--- config.mk ---
export PLATFORM = sky130hd
export DESIGN_NAME = rtc_access_scheduler
export DESIGN_NICKNAME = d
export VERILOG_FILES = /design/src/rtl/rtc_access_scheduler.sv
export SDC_FILE = /design/constraint.sdc
export NUM_CORES = 1
export LEC_CHECK = 0
export BUFFER_PORTS_ARGS = -buffer_cell sky130_fd_sc_hd__buf_2
export CAP_MARGIN = 20
export CORE_MARGIN = 2
export CORE_UTILIZATION = 54
export CTS_BUF_LIST = sky130_fd_sc_hd__clkbuf_8
export CTS_CLUSTER_SIZE = 12
export DETAILED_ROUTE_END_ITERATION = 16
export GPL_TIMING_DRIVEN = 0
export PLACE_DENSITY = 0.77
export SYNTH_ARGS = -nofsm -noshare
export SYNTH_HDL_FRONTEND = slang
export SYNTH_SLANG_ARGS = --single-unit
--- constraint.sdc ---
create_clock -name clk -period 1.98 [get_ports clk]
set_input_delay 0.099 -clock clk [delete_from_list [all_inputs] [get_ports clk]]
set_output_delay 0.099 -clock clk [all_outputs]
set_load 0.1 [all_outputs]
--- src/rtl/rtc_access_scheduler.sv ---
// Access scheduler for the RTC read/write engine: latches user and periodic read
// requests and grants them one at a time as single-cycle command pulses.
module rtc_access_scheduler #(
  parameter int unsigned READ_PERIOD = 1_000_000,
  parameter int unsigned CNT_W       = 20,
  parameter int unsigned TIMEOUT     = 4096,
  parameter int unsigned TO_W        = 13,
  parameter int unsigned GUARD       = 4
) (
  input  logic       clk,
  input  logic       reset,
  input  logic       req_hora,
  input  logic       req_fecha,
  input  logic       req_timer,
  input  logic       req_stop_ring,
  input  logic       req_act_timer,
  input  logic       req_leer,
  input  logic       ready,
  input  logic       clr_err,
  output logic       leer,
  output logic       esc_hora,
  output logic       esc_fecha,
  output logic       esc_timer,
  output logic       stop_ring,
  output logic       inic,
  output logic       act_timer,
  output logic       busy,
  output logic [6:0] pend,
  output logic       err_timeout,
  output logic [1:0] o_dbg_state
);

  localparam int unsigned GW = (GUARD > 1) ? $clog2(GUARD) : 1;

  // Bit positions inside the pending mask, highest index = highest priority.
  localparam int P_INIC  = 6;
  localparam int P_STOP  = 5;
  localparam int P_HORA  = 4;
  localparam int P_FECHA = 3;
  localparam int P_TIMER = 2;
  localparam int P_ACT   = 1;
  localparam int P_LEER  = 0;

  typedef enum logic [1:0] {
    S_IDLE = 2'd0,
    S_WAIT = 2'd1,
    S_GAP  = 2'd2
  } state_t;

  state_t          r_state;
  state_t          w_state_nxt;
  logic [6:0]      r_pend;
  logic [6:0]      r_cmd;
  logic [6:0]      w_grant;
  logic [6:0]      w_req_set;
  logic [CNT_W-1:0] r_per_cnt;
  logic            w_wrap;
  logic [TO_W-1:0] r_to_cnt;
  logic [TO_W-1:0] w_to_nxt;
  logic [GW-1:0]   r_gap_cnt;
  logic [GW-1:0]   w_gap_nxt;
  logic            w_err_set;
  logic            r_err;

  assign w_wrap = (r_per_cnt == CNT_W'(READ_PERIOD - 1));

  assign w_req_set = {1'b0, req_stop_ring, req_hora, req_fecha,
                      req_timer, req_act_timer, req_leer | w_wrap};

  // Fixed-priority pick of one pending bit, only offered while idle.
  always_comb begin
    w_grant = '0;
    if (r_state == S_IDLE) begin
      if      (r_pend[P_INIC])  w_grant[P_INIC]  = 1'b1;
      else if (r_pend[P_STOP])  w_grant[P_STOP]  = 1'b1;
      else if (r_pend[P_HORA])  w_grant[P_HORA]  = 1'b1;
      else if (r_pend[P_FECHA]) w_grant[P_FECHA] = 1'b1;
      else if (r_pend[P_TIMER]) w_grant[P_TIMER] = 1'b1;
      else if (r_pend[P_ACT])   w_grant[P_ACT]   = 1'b1;
      else if (r_pend[P_LEER])  w_grant[P_LEER]  = 1'b1;
    end
  end

  // Engine handshake: a command pulse starts an operation; the engine answers with a
  // one-cycle ready. A ready coinciding with the pulse cycle (r_cmd != 0) is stale.
  always_comb begin
    w_state_nxt = r_state;
    w_to_nxt    = r_to_cnt;
    w_gap_nxt   = r_gap_cnt;
    w_err_set   = 1'b0;
    case (r_state)
      S_IDLE: begin
        if (|r_pend) begin
          w_state_nxt = S_WAIT;
          w_to_nxt    = '0;
        end
      end
      S_WAIT: begin
        if (ready && !(|r_cmd)) begin
          w_state_nxt = S_GAP;
          w_gap_nxt   = '0;
        end else if (r_to_cnt == TO_W'(TIMEOUT - 1)) begin
          w_state_nxt = S_GAP;
          w_gap_nxt   = '0;
          w_err_set   = 1'b1;
        end else begin
          w_to_nxt = r_to_cnt + 1'b1;
        end
      end
      S_GAP: begin
        if (r_gap_cnt == GW'(GUARD - 1)) begin
          w_state_nxt = S_IDLE;
        end else begin
          w_gap_nxt = r_gap_cnt + 1'b1;
        end
      end
      default: w_state_nxt = S_IDLE;
    endcase
  end

  always_ff @(posedge clk or negedge reset) begin
    if (!reset) begin
      r_state   <= S_IDLE;
      r_pend    <= 7'b1000000;
      r_cmd     <= '0;
      r_per_cnt <= '0;
      r_to_cnt  <= '0;
      r_gap_cnt <= '0;
      r_err     <= 1'b0;
    end else begin
      r_state   <= w_state_nxt;
      r_cmd     <= w_grant;
      // Set after clear so a request landing on its own grant edge is kept.
      r_pend    <= (r_pend & ~w_grant) | w_req_set;
      r_per_cnt <= w_wrap ? '0 : r_per_cnt + 1'b1;
      r_to_cnt  <= w_to_nxt;
      r_gap_cnt <= w_gap_nxt;
      if (w_err_set)    r_err <= 1'b1;
      else if (clr_err) r_err <= 1'b0;
    end
  end

  assign inic        = r_cmd[P_INIC];
  assign stop_ring   = r_cmd[P_STOP];
  assign esc_hora    = r_cmd[P_HORA];
  assign esc_fecha   = r_cmd[P_FECHA];
  assign esc_timer   = r_cmd[P_TIMER];
  assign act_timer   = r_cmd[P_ACT];
  assign leer        = r_cmd[P_LEER];
  assign busy        = (r_state != S_IDLE);
  assign pend        = r_pend;
  assign err_timeout = r_err;
  assign o_dbg_state = r_state;

endmodule
==> qor.yml, run 1 <==
status: "complete, but fails checks"
violations: "negative setup slack"
core.rowCount: 24
hold_ws_ns: 0.299
grt_pass1_vias: 1921
p_leak_nw: 1.34
utilization: 0.699
placed_cell_area_um2: 2750
cts_made_buffers: 5
grt_busiest_layer: "met2"
root_buffer: "clkbuf_8"
hold_path_class: "input port to asynchronous set/reset pin"
tns_ns: -0.130
synthCells: 234
min_period_ns: 2.09
area_growth_syn_to_layout_pct: 23.4
synth_cell_types: 51
drt_iter0_drc: 206
dieArea_um2: 5160
grt_use_total: 0.219
clkTransAtPathRegs_ns: 0.09
hold_violations: 0
insertion_delay_ns: 0.30
antenna_found_initial: 0
synth_top_area_frac: 0.514
grt_use_met3: 0.0563
dp_cells: 314
die_h_um: 71.8
hpwl_um: 3370
drive_gt1_frac: 0.303
slew_violations: 0
start_kind: "flop"
core-area_um2: 4380
p_total_mw: 3.24
synth_ff_type: "dfrtp_1"
start_util: 0.566
io_pins: 28
vdd_ir_drop_max_uv: 1230
yosys_warnings: 0
diodes: 0
syn_area_um2: 2480
ys_seq_area_frac: 0.524
rrSetupSlack_ns: -0.11
synth_edf_count: 0
synth_top_area_cell: "dfrtp_1"
avgRoutedWirePerCell_um: 15.6
use_met2: 0.340
cts_tree: "done"
postSynth.asyncResetShare: 1.00
ys_ff_latch: 52
setup_viol: 3
final_cell_count_no_fill: 339
drc: 0
vias: 2040
clock-skew-final_ns: 0.00964
endpoint_kind: "flop"
cp_data_arrival_time_ns: 2.28
dr.pass1.iters: 4
crit_fanout: 7
port_buffers: 27
grt_pass1_wl_um: 8740
max_slew_margin: 0.647
drt_wl_total_um: 5300
min_period_over_period: 1.06
rr_worst_depth: 4
routabilityCongestion: 0.835
synth.area.top_cells: "dfrtp_1 (51%), xnor2_1 (3.2%), nand3_1 (2.4%), nor2_1 (2.4%), nand2_1 (2.3%)"
use_met1: 0.296
critPathKind: "flop to flop"
htreeDepth: 2
grt-ovfl-total: 0
die_w_um: 71.8
fmaxAchievable_ghz: 0.478
layout_setup_ws_ns: -0.113
fin_area_um2: 3060
grt_max_degree: 31
nNetsFinal: 299
numClockSinks: 52
ant_nets: 0
max_cap_viol_count: 0
max_slew.worst_pin.slew_ns: 0.530
cellPowerDensity_nw_per_um2: 1060
required_ns: 2.16
avgViaCountPerCell: 6.02
clk_path_buf_depth: 2
avgSynthCellArea_um2: 10.6
rsz0062_at_grt: "true"
syn_nets: 247
pre_cts_slack_ns: -0.465
-- worst max-delay path, cell delays in order, from the launching register on --
cell and delay, ns:
dfrtp_4 0.52, or4_4 0.56, or4_4 0.44, o21ai_2 0.12, or3b_1 0.34
-- synth_stat cells (2+ instances only) --
| library cell | number |
|---|---|
| nor2_1 | 16 |
| nor4b_1 | 3 |
| and3_1 | 2 |
| mux2i_1 | 5 |
| a31o_2 | 2 |
| or2_2 | 4 |
| nand3_1 | 12 |
| and2_1 | 4 |
| nand2_1 | 15 |
| a21boi_0 | 2 |
| or4_4 | 2 |
| clkbuf_1 | 3 |
| inv_1 | 9 |
| nor4_1 | 4 |
| o22ai_1 | 2 |
| o31ai_1 | 5 |
| nor2b_1 | 2 |
| or4_1 | 6 |
| xnor2_1 | 9 |
| or3_1 | 2 |
| nor3_1 | 5 |
| ha_1 | 3 |
| o21ai_1 | 3 |
| xor2_1 | 6 |
| nand2b_1 | 8 |
| o211ai_1 | 3 |
| o311ai_0 | 2 |
| a21o_2 | 3 |
| nand4_1 | 9 |
| nor3b_1 | 5 |
| a2bb2oi_1 | 2 |
| dfrtp_1 | 51 |
| o21ai_0 | 7 |
-- placed cells by master, fill, tap and decap left out, types with 3 or more instances in the layout --
cell type,netlist,routed
clkbuf_8,0,7
o211ai_1,3,3
nand2_1,15,15
mux2i_1,5,5
nand2b_1,8,8
or2_2,4,4
xor2_1,6,6
or4_4,2,3
o31ai_1,5,4
xnor2_1,9,9
dlygate4sd3_1,0,8
or4_1,6,5
nor3b_1,5,4
nor2_1,16,15
nand4_1,9,9
nor3_1,5,5
buf_4,1,11
a21o_2,3,3
nand3_1,12,12
dfrtp_2,0,8
and2_1,4,4
dfrtp_1,51,39
o21ai_0,7,7
ha_1,3,3
nor4b_1,3,3
inv_1,9,10
buf_2,1,27
dfrtp_4,0,4
-- power breakdown --
| part | internal [mW] | leakage [nW] | switching [mW] |
|---|---|---|---|
| registers | 1.19 | 0.655 | 0.128 |
| clock network | 0.314 | 0.0557 | 0.333 |
| logic | 0.426 | 0.625 | 0.854 |
-- logic make-up after synthesis --
family	Yosys count	share of synthesized area
xor gates and xnor gates	15	0.0529
and+or+nand+nor	105	0.243
muxes	5	0.0202
AOI/OAI and AO/OA	39	0.117
adders and majority gates	3	0.0151
buffers and inverters	15	0.0277
DFF	52	0.524
-- path summary, 6_finish.rpt --
path / start / to
max in group asynchronous: reset / pend[1]$_DFF_PN0_
worst max register to register: o_dbg_state[0]$_DFFE_PN0P_ / pend[0]$_DFF_PN0_
min in group clk: r_per_cnt[18]$_DFF_PN0_ / r_per_cnt[18]$_DFF_PN0_
worst min-delay path: reset / r_to_cnt[0]$_DFFE_PN0P_
worst max-delay path: o_dbg_state[0]$_DFFE_PN0P_ / pend[0]$_DFF_PN0_
worst min register to register: r_per_cnt[18]$_DFF_PN0_ / r_per_cnt[18]$_DFF_PN0_
-- layout make-up --
type	instances	area [µm²]
repair buffers	47	318
fillers	317	1320
clock buffers	7	96.3
clock inverters	1	3.75
inverters	9	33.8
well taps	52	65.1
plain buffers	4	33.8
flip-flops and latches	52	1330
multi-input cells	167	1190
-- flip-flops by register name, summed over array words and instances, names as in the netlist --
register,cells
r_gap_cnt,2
o_dbg_state,2
err_timeout,1
pend,7
r_cmd,7
r_to_cnt,13
r_per_cnt,20
-- layer usage --
layer | vias up | wire length [µm]
met4 | 0 | 99
met2 | 85 | 2470
met1 | 983 | 2390
li1 | 962 | -
met5 | - | 0
met3 | 10 | 339
-- timing repair --
item,CTS,global route
hold buffers,8,0
pin swaps,3,6
hold endpoints to repair,28,0
resized for setup,8,5
setup endpoints to repair,24,19
buffers inserted,3,8
Note: power is estimated with default switching activity, not from simulation.
==> run 2: changes to the inputs <==
--- a/config.mk
+++ b/config.mk
@@ -7,13 +7,15 @@
 export LEC_CHECK = 0
 export BUFFER_PORTS_ARGS = -buffer_cell sky130_fd_sc_hd__buf_2
 export CAP_MARGIN = 20
+export CELL_PAD_IN_SITES_DETAIL_PLACEMENT = 0
+export CELL_PAD_IN_SITES_GLOBAL_PLACEMENT = 2
 export CORE_MARGIN = 2
-export CORE_UTILIZATION = 54
+export CORE_UTILIZATION = 35
 export CTS_BUF_LIST = sky130_fd_sc_hd__clkbuf_8
 export CTS_CLUSTER_SIZE = 12
 export DETAILED_ROUTE_END_ITERATION = 16
 export GPL_TIMING_DRIVEN = 0
-export PLACE_DENSITY = 0.77
+export PLACE_DENSITY_LB_ADDON = 0.1
 export SYNTH_ARGS = -nofsm -noshare
 export SYNTH_HDL_FRONTEND = slang
 export SYNTH_SLANG_ARGS = --single-unit
==> run 2 against run 1 <==
Effect of this change:
- the flow still finishes with violations (negative setup slack)
- core utilization down 25 points
- routed wire length grew 5.1%
- first-iteration DRC count decreased by 60%
- clock power about the same
- hold slack lost 0.021 ns
- critical path depth stayed put
- critical endpoint unchanged
- combinational power decreased by 5%
- clock-buffer cell count down 1
==> qor.yml, run 2 (synthesis results as in run 1) <==
status: "complete, but fails checks"
violations: "negative setup slack"
insertion_delay_ns: 0.30
avgRoutedWirePerCell_um: 14.7
path_cells: "or4_4 -> or4_4 -> o21ai_2 -> or3b_1"
endpoint_kind: "flop"
dieArea_um2: 7790
drc: 0
ant_nets: 0
dr.pass1.iters: 4
min_period_ns: 2.09
clk_path_buf_depth: 2
fin_area_um2: 3080
rrSetupSlack_ns: -0.11
cp_data_arrival_time_ns: 2.28
slowest_stage: "or4_4"
core.rowCount: 30
top_regs: "r_per_cnt (20), r_to_cnt (13)"
drt_iter0_drc: 82
numClockSinks: 52
crit_fanout: 4
core-area_um2: 6830
vdd_ir_drop_max_uv: 416
critPathMaxStageDelay_ns: 0.56
avgViaCountPerCell: 5.04
htreeDepth: 2
pre_cts_slack_ns: -0.446
area_growth_syn_to_layout_pct: 24.1
root_buffer: "clkbuf_8"
timing.critical_path.mode_cell: "or4_4"
clkTransAtPathRegs_ns: 0.10
largest_reg_flops: 20
start_kind: "flop"
vias: 1915
setup_viol: 3
port_buffers: 27
grt_use_total: 0.159
hold_violations: 0
start_util: 0.364
slew_violations: 0
hold_path_class: "input port to asynchronous set/reset pin"
layout_setup_ws_ns: -0.108
die_h_um: 88.2
drive_gt1_frac: 0.285
clock-skew-final_ns: 0.0110
fmaxAchievable_ghz: 0.479
cts_tree: "done"
min_period_over_period: 1.05
tns_ns: -0.116
crit_family: "simple AND/OR/NAND/NOR gates"
final_cell_count_no_fill: 380
top_register: "r_per_cnt"
drt_wl_total_um: 5570
r2r_start: "pend[5]$_DFF_PN0_"
p_leak_nw: 1.31
max_slew_margin: 0.671
rr_worst_depth: 4
io_pins: 28
hpwl_um: 3770
grt_pass1_vias: 1906
max_slew.worst_pin.slew_ns: 0.494
die_w_um: 88.2
nNetsFinal: 296
grt_max_degree: 34
path_buf_inv: 0
required_ns: 2.17
grt_pass1_wl_um: 9720
antenna_found_initial: 0
diodes: 0
max_cap_viol_count: 0
dp_cells: 358
r2r-end: "pend[0]$_DFF_PN0_"
grt-ovfl-total: 0
final_cell_mix: "dfrtp_1 (39), buf_2 (27), nand2_1 (15), nor2_1 (15), nand3_1 (12)"
critPathKind: "flop to flop"
cts_made_buffers: 5
placed_cell_area_um2: 2810
rsz0062_at_grt: "true"
routabilityCongestion: 0.733
cellPowerDensity_nw_per_um2: 1030
final_common_cell: "dfrtp_1"
## run 2: power by group
group,switching (mW),internal [mW],total (mW),leakage [nW]
clock,0.363,0.283,0.646,0.0526
combinational,0.843,0.373,1.22,0.608
sequential,0.119,1.19,1.31,0.655
total,1.33,1.84,3.17,1.31
## run 2: worst max-delay path by stage
stage / startpoint / to / slack, ns / cells past startpoint
after global routing: o_dbg_state[0]$_DFFE_PN0P_ / pend[0]$_DFF_PN0_ / -0.18 / 5
after detailed placement: r_to_cnt[0]$_DFFE_PN0P_ / r_to_cnt[7]$_DFFE_PN0P_ / -0.45 / 6
final: pend[5]$_DFF_PN0_ / pend[0]$_DFF_PN0_ / -0.11 / 4
after floorplan: o_dbg_state[0]$_DFFE_PN0P_ / pend[0]$_DFF_PN0_ / -0.39 / 5
after CTS: o_dbg_state[0]$_DFFE_PN0P_ / pend[0]$_DFF_PN0_ / -0.11 / 5
after global placement: r_to_cnt[0]$_DFFE_PN0P_ / r_to_cnt[7]$_DFFE_PN0P_ / -0.52 / 6
## run 2: per-stage QoR
| stage | utilization | hold WS, ns | power [mW] |
|---|---|---|---|
| floorplan | - | -0.197 | 2.22 |
| global placement | 0.408 | 0.278 | 2.48 |
| detailed placement | 0.411 | 0.0969 | 2.47 |
| CTS | 0.445 | -0.0175 | 3.21 |
| global route | 0.451 | 0.325 | 3.35 |
| finish | 0.451 | 0.279 | 3.17 |
## run 2: cell type report
| type | instances | area, µm² |
|---|---|---|
| Tap cell | 96 | 120 |
| Buffer | 5 | 41.3 |
| Clock inverter | 2 | 12.5 |
| Multi-Input combinational cell | 167 | 1180 |
| Sequential cell | 52 | 1330 |
| Timing Repair Buffer | 43 | 288 |
| Clock buffer | 6 | 82.6 |
| Inverter | 9 | 33.8 |
| Fill cell | 688 | 3750 |
## run 2: worst reg2reg max path: stages, from the launching register on
cell,delay [ns]
dfrtp_4,0.50
or4_4,0.56
or4_4,0.46
o21ai_2,0.12
or3b_1,0.34
## run 2: per-layer routing
layer  share of wire  wire, µm  vias up  global-route usage
met5               0         0        -                   0
met4               0         0        0              0.0372
met3           0.019       104        0              0.0280
met2            0.51      2840       25               0.264
met1            0.47      2630      940               0.218
li1                -         -      950                   -
## run 2: timing repair
action,CTS,global route
pin swaps,3,3
resized for setup,9,2
endpoints found under the setup margin,25,23
hold endpoints to repair,26,1
setup buffers,3,4
hold buffers,7,1
==> run 3: changes to the inputs <==
--- a/config.mk
+++ b/config.mk
@@ -10,11 +10,13 @@
 export CELL_PAD_IN_SITES_DETAIL_PLACEMENT = 0
 export CELL_PAD_IN_SITES_GLOBAL_PLACEMENT = 2
 export CORE_MARGIN = 2
-export CORE_UTILIZATION = 35
+export CORE_UTILIZATION = 39
 export CTS_BUF_LIST = sky130_fd_sc_hd__clkbuf_8
 export CTS_CLUSTER_SIZE = 12
 export DETAILED_ROUTE_END_ITERATION = 16
 export GPL_TIMING_DRIVEN = 0
+export HOLD_SLACK_MARGIN = 0.06
+export MAX_ROUTING_LAYER = met4
 export PLACE_DENSITY_LB_ADDON = 0.1
 export SYNTH_ARGS = -nofsm -noshare
 export SYNTH_HDL_FRONTEND = slang
==> constraint.sdc (replaced) <==
create_clock -name clk -period 2.2 [get_ports clk]
set_input_delay 0.11 -clock clk [delete_from_list [all_inputs] [get_ports clk]]
set_output_delay 0.11 -clock clk [all_outputs]
set_load 0.1 [all_outputs]
==> run 3 against run 2 <==
Effect of this change:
- the run now ends clean
- largest cell class unchanged
- clock-buffer cell count is 1 higher
- routed wire length is 6.8% lower
- core utilization is 2.8 points higher
- hold slack better by 0.059 ns
- die area is 9.8% lower
- critical path depth is 1 higher
- via count is 1.7% lower
- first-iteration DRC count is 27% higher
- critical path type unchanged
- sequential power is 11% lower
- clock skew is 0.0040 ns lower
- design area is 2.9% lower
- register-to-register slack better by 0.20 ns
==> qor.yml, run 3 (synthesis results as in run 1) <==
port_buffers: 27
hold_path_class: "input port to asynchronous set/reset pin"
min_period_ns: 2.11
critPathMaxStageDelay_ns: 0.48
crit_family: "simple AND/OR/NAND/NOR gates"
vdd_ir_drop_max_uv: 709
layout_setup_ws_ns: 0.0870
hpwl_um: 3590
fmaxAchievable_ghz: 0.473
nNetsFinal: 290
top_regs: "r_per_cnt (20), r_to_cnt (13)"
max_slew_margin: 0.613
die_h_um: 83.8
drt_iter0_drc: 104
cts_tree: "done"
max_slew.worst_pin.slew_ns: 0.581
final_common_cell: "dfrtp_1"
diodes: 0
crit_fanout: 10
core.rowCount: 29
drt_wl_total_um: 5190
grt_pass1_wl_um: 8870
hold_violations: 0
drive_gt1_frac: 0.248
cts_made_buffers: 5
dieArea_um2: 7020
grt-ovfl-total: 0
rsz0062_at_grt: "false"
top_register: "r_per_cnt"
cp_data_arrival_time_ns: 2.30
grt_max_degree: 31
dr.pass1.iters: 4
io_pins: 28
routabilityCongestion: 0.715
avgRoutedWirePerCell_um: 14.6
core-area_um2: 6240
insertion_delay_ns: 0.30
required_ns: 2.39
pre_cts_slack_ns: -0.304
endpoint_kind: "flop"
path_cells: "buf_6 -> or4_4 -> or4_4 -> o21ai_1 -> or3b_1"
final_cell_mix: "dfrtp_1 (41), buf_2 (27), nand2_1 (15), nor2_1 (15), nand3_1 (12)"
clock-skew-final_ns: 0.00697
setup_viol: 0
vias: 1882
ant_nets: 0
max_cap_viol_count: 0
critPathKind: "flop to flop"
fill_cells: 601
status: "finished, final reports clean"
slew_violations: 0
largest_reg_flops: 20
p_total_mw: 2.90
grt_use_total: 0.158
cellPowerDensity_nw_per_um2: 968
start_kind: "flop"
area_growth_syn_to_layout_pct: 20.5
min_period_over_period: 0.960
timing.critical_path.mode_cell: "or4_4"
root_buffer: "clkbuf_8"
p_leak_nw: 1.29
numClockSinks: 52
start_util: 0.398
clkTransAtPathRegs_ns: 0.09
clk_path_buf_depth: 2
antenna_found_initial: 0
die_w_um: 83.8
slowest_stage: "dfrtp_4"
path_buf_inv: 1
avgViaCountPerCell: 5.30
hold_ws_ns: 0.338
drc: 0
grt_pass1_vias: 1805
tns_ns: 0
htreeDepth: 2
## run 3: cell types whose count changed in the layout (fill, tap and decap cells not counted), moves of 2 or more
cell / previous run / this run
buf_4: 8 / 1
dfrtp_1: 39 / 41
dfrtp_4: 4 / 1
o21ai_1: 0 / 2
## run 3: metrics by stage
stage,cell area [µm²],utilization,cells
floorplan,2500,-,234
global placement,2730,0.438,338
detailed placement,2750,0.441,339
CTS,2980,0.477,355
global route,2990,0.480,355
finish,2990,0.480,355
## run 3: worst register-to-register path: stages (launching register included)
cell and delay [ns]:
dfrtp_4 0.48, buf_6 0.14, or4_4 0.46, or4_4 0.46
o21ai_1 0.12, or3b_1 0.34
## run 3: what timing repair did
| item | CTS | global route |
|---|---|---|
| gates resized for setup | 2 | 5 |
| hold endpoints to repair | 29 | 0 |
| endpoints found under the setup margin | 13 | 16 |
| hold buffers | 8 | 0 |
| pin swaps | 1 | 0 |
| buffers inserted | 0 | 0 |
## run 3: power by group
| group | switching, mW | internal, mW | leakage (nW) | total [mW] |
|---|---|---|---|---|
| sequential | 0.104 | 1.06 | 0.658 | 1.17 |
| clock | 0.310 | 0.402 | 0.0645 | 0.712 |
| combinational | 0.731 | 0.289 | 0.568 | 1.02 |
| total | 1.14 | 1.75 | 1.29 | 2.90 |
## run 3: area by class of cell
type | count | area [µm²] | share of cell area
timing repair buffer | 36 | 235 | 0.0786
sequential | 52 | 1320 | 0.440
inverter | 9 | 33.8 | 0.0113
multi-input combinational | 167 | 1140 | 0.383
buffer | 6 | 38.8 | 0.0130
tap | 77 | 96.3 | 0.0322
clock inverter | 1 | 30.0 | 0.0100
clock buffer | 7 | 96.3 | 0.0322
## run 3: worst paths after layout
path | from | slack [ns] | depth (start not counted) | end
min in group clk | r_per_cnt[18]$_DFF_PN0_ | 0.48 | 1 | r_per_cnt[18]$_DFF_PN0_
max in group asynchronous | reset | 1.24 | 3 | pend[6]$_DFF_PN1_
worst min-delay path | reset | 0.34 | 2 | r_to_cnt[2]$_DFFE_PN0P_
worst max register to register | o_dbg_state[0]$_DFFE_PN0P_ | 0.09 | 5 | pend[0]$_DFF_PN0_
worst max-delay path | o_dbg_state[0]$_DFFE_PN0P_ | 0.09 | 5 | pend[0]$_DFF_PN0_
worst min register to register | r_per_cnt[18]$_DFF_PN0_ | 0.48 | 1 | r_per_cnt[18]$_DFF_PN0_
## run 3: layer usage
layer,GRT usage,up-vias,part of all wire
li1,-,938,-
met1,0.213,919,0.50
met2,0.249,21,0.47
met3,0.0297,4,0.018
met4,0.0352,0,0.0077
met5,-,-,0
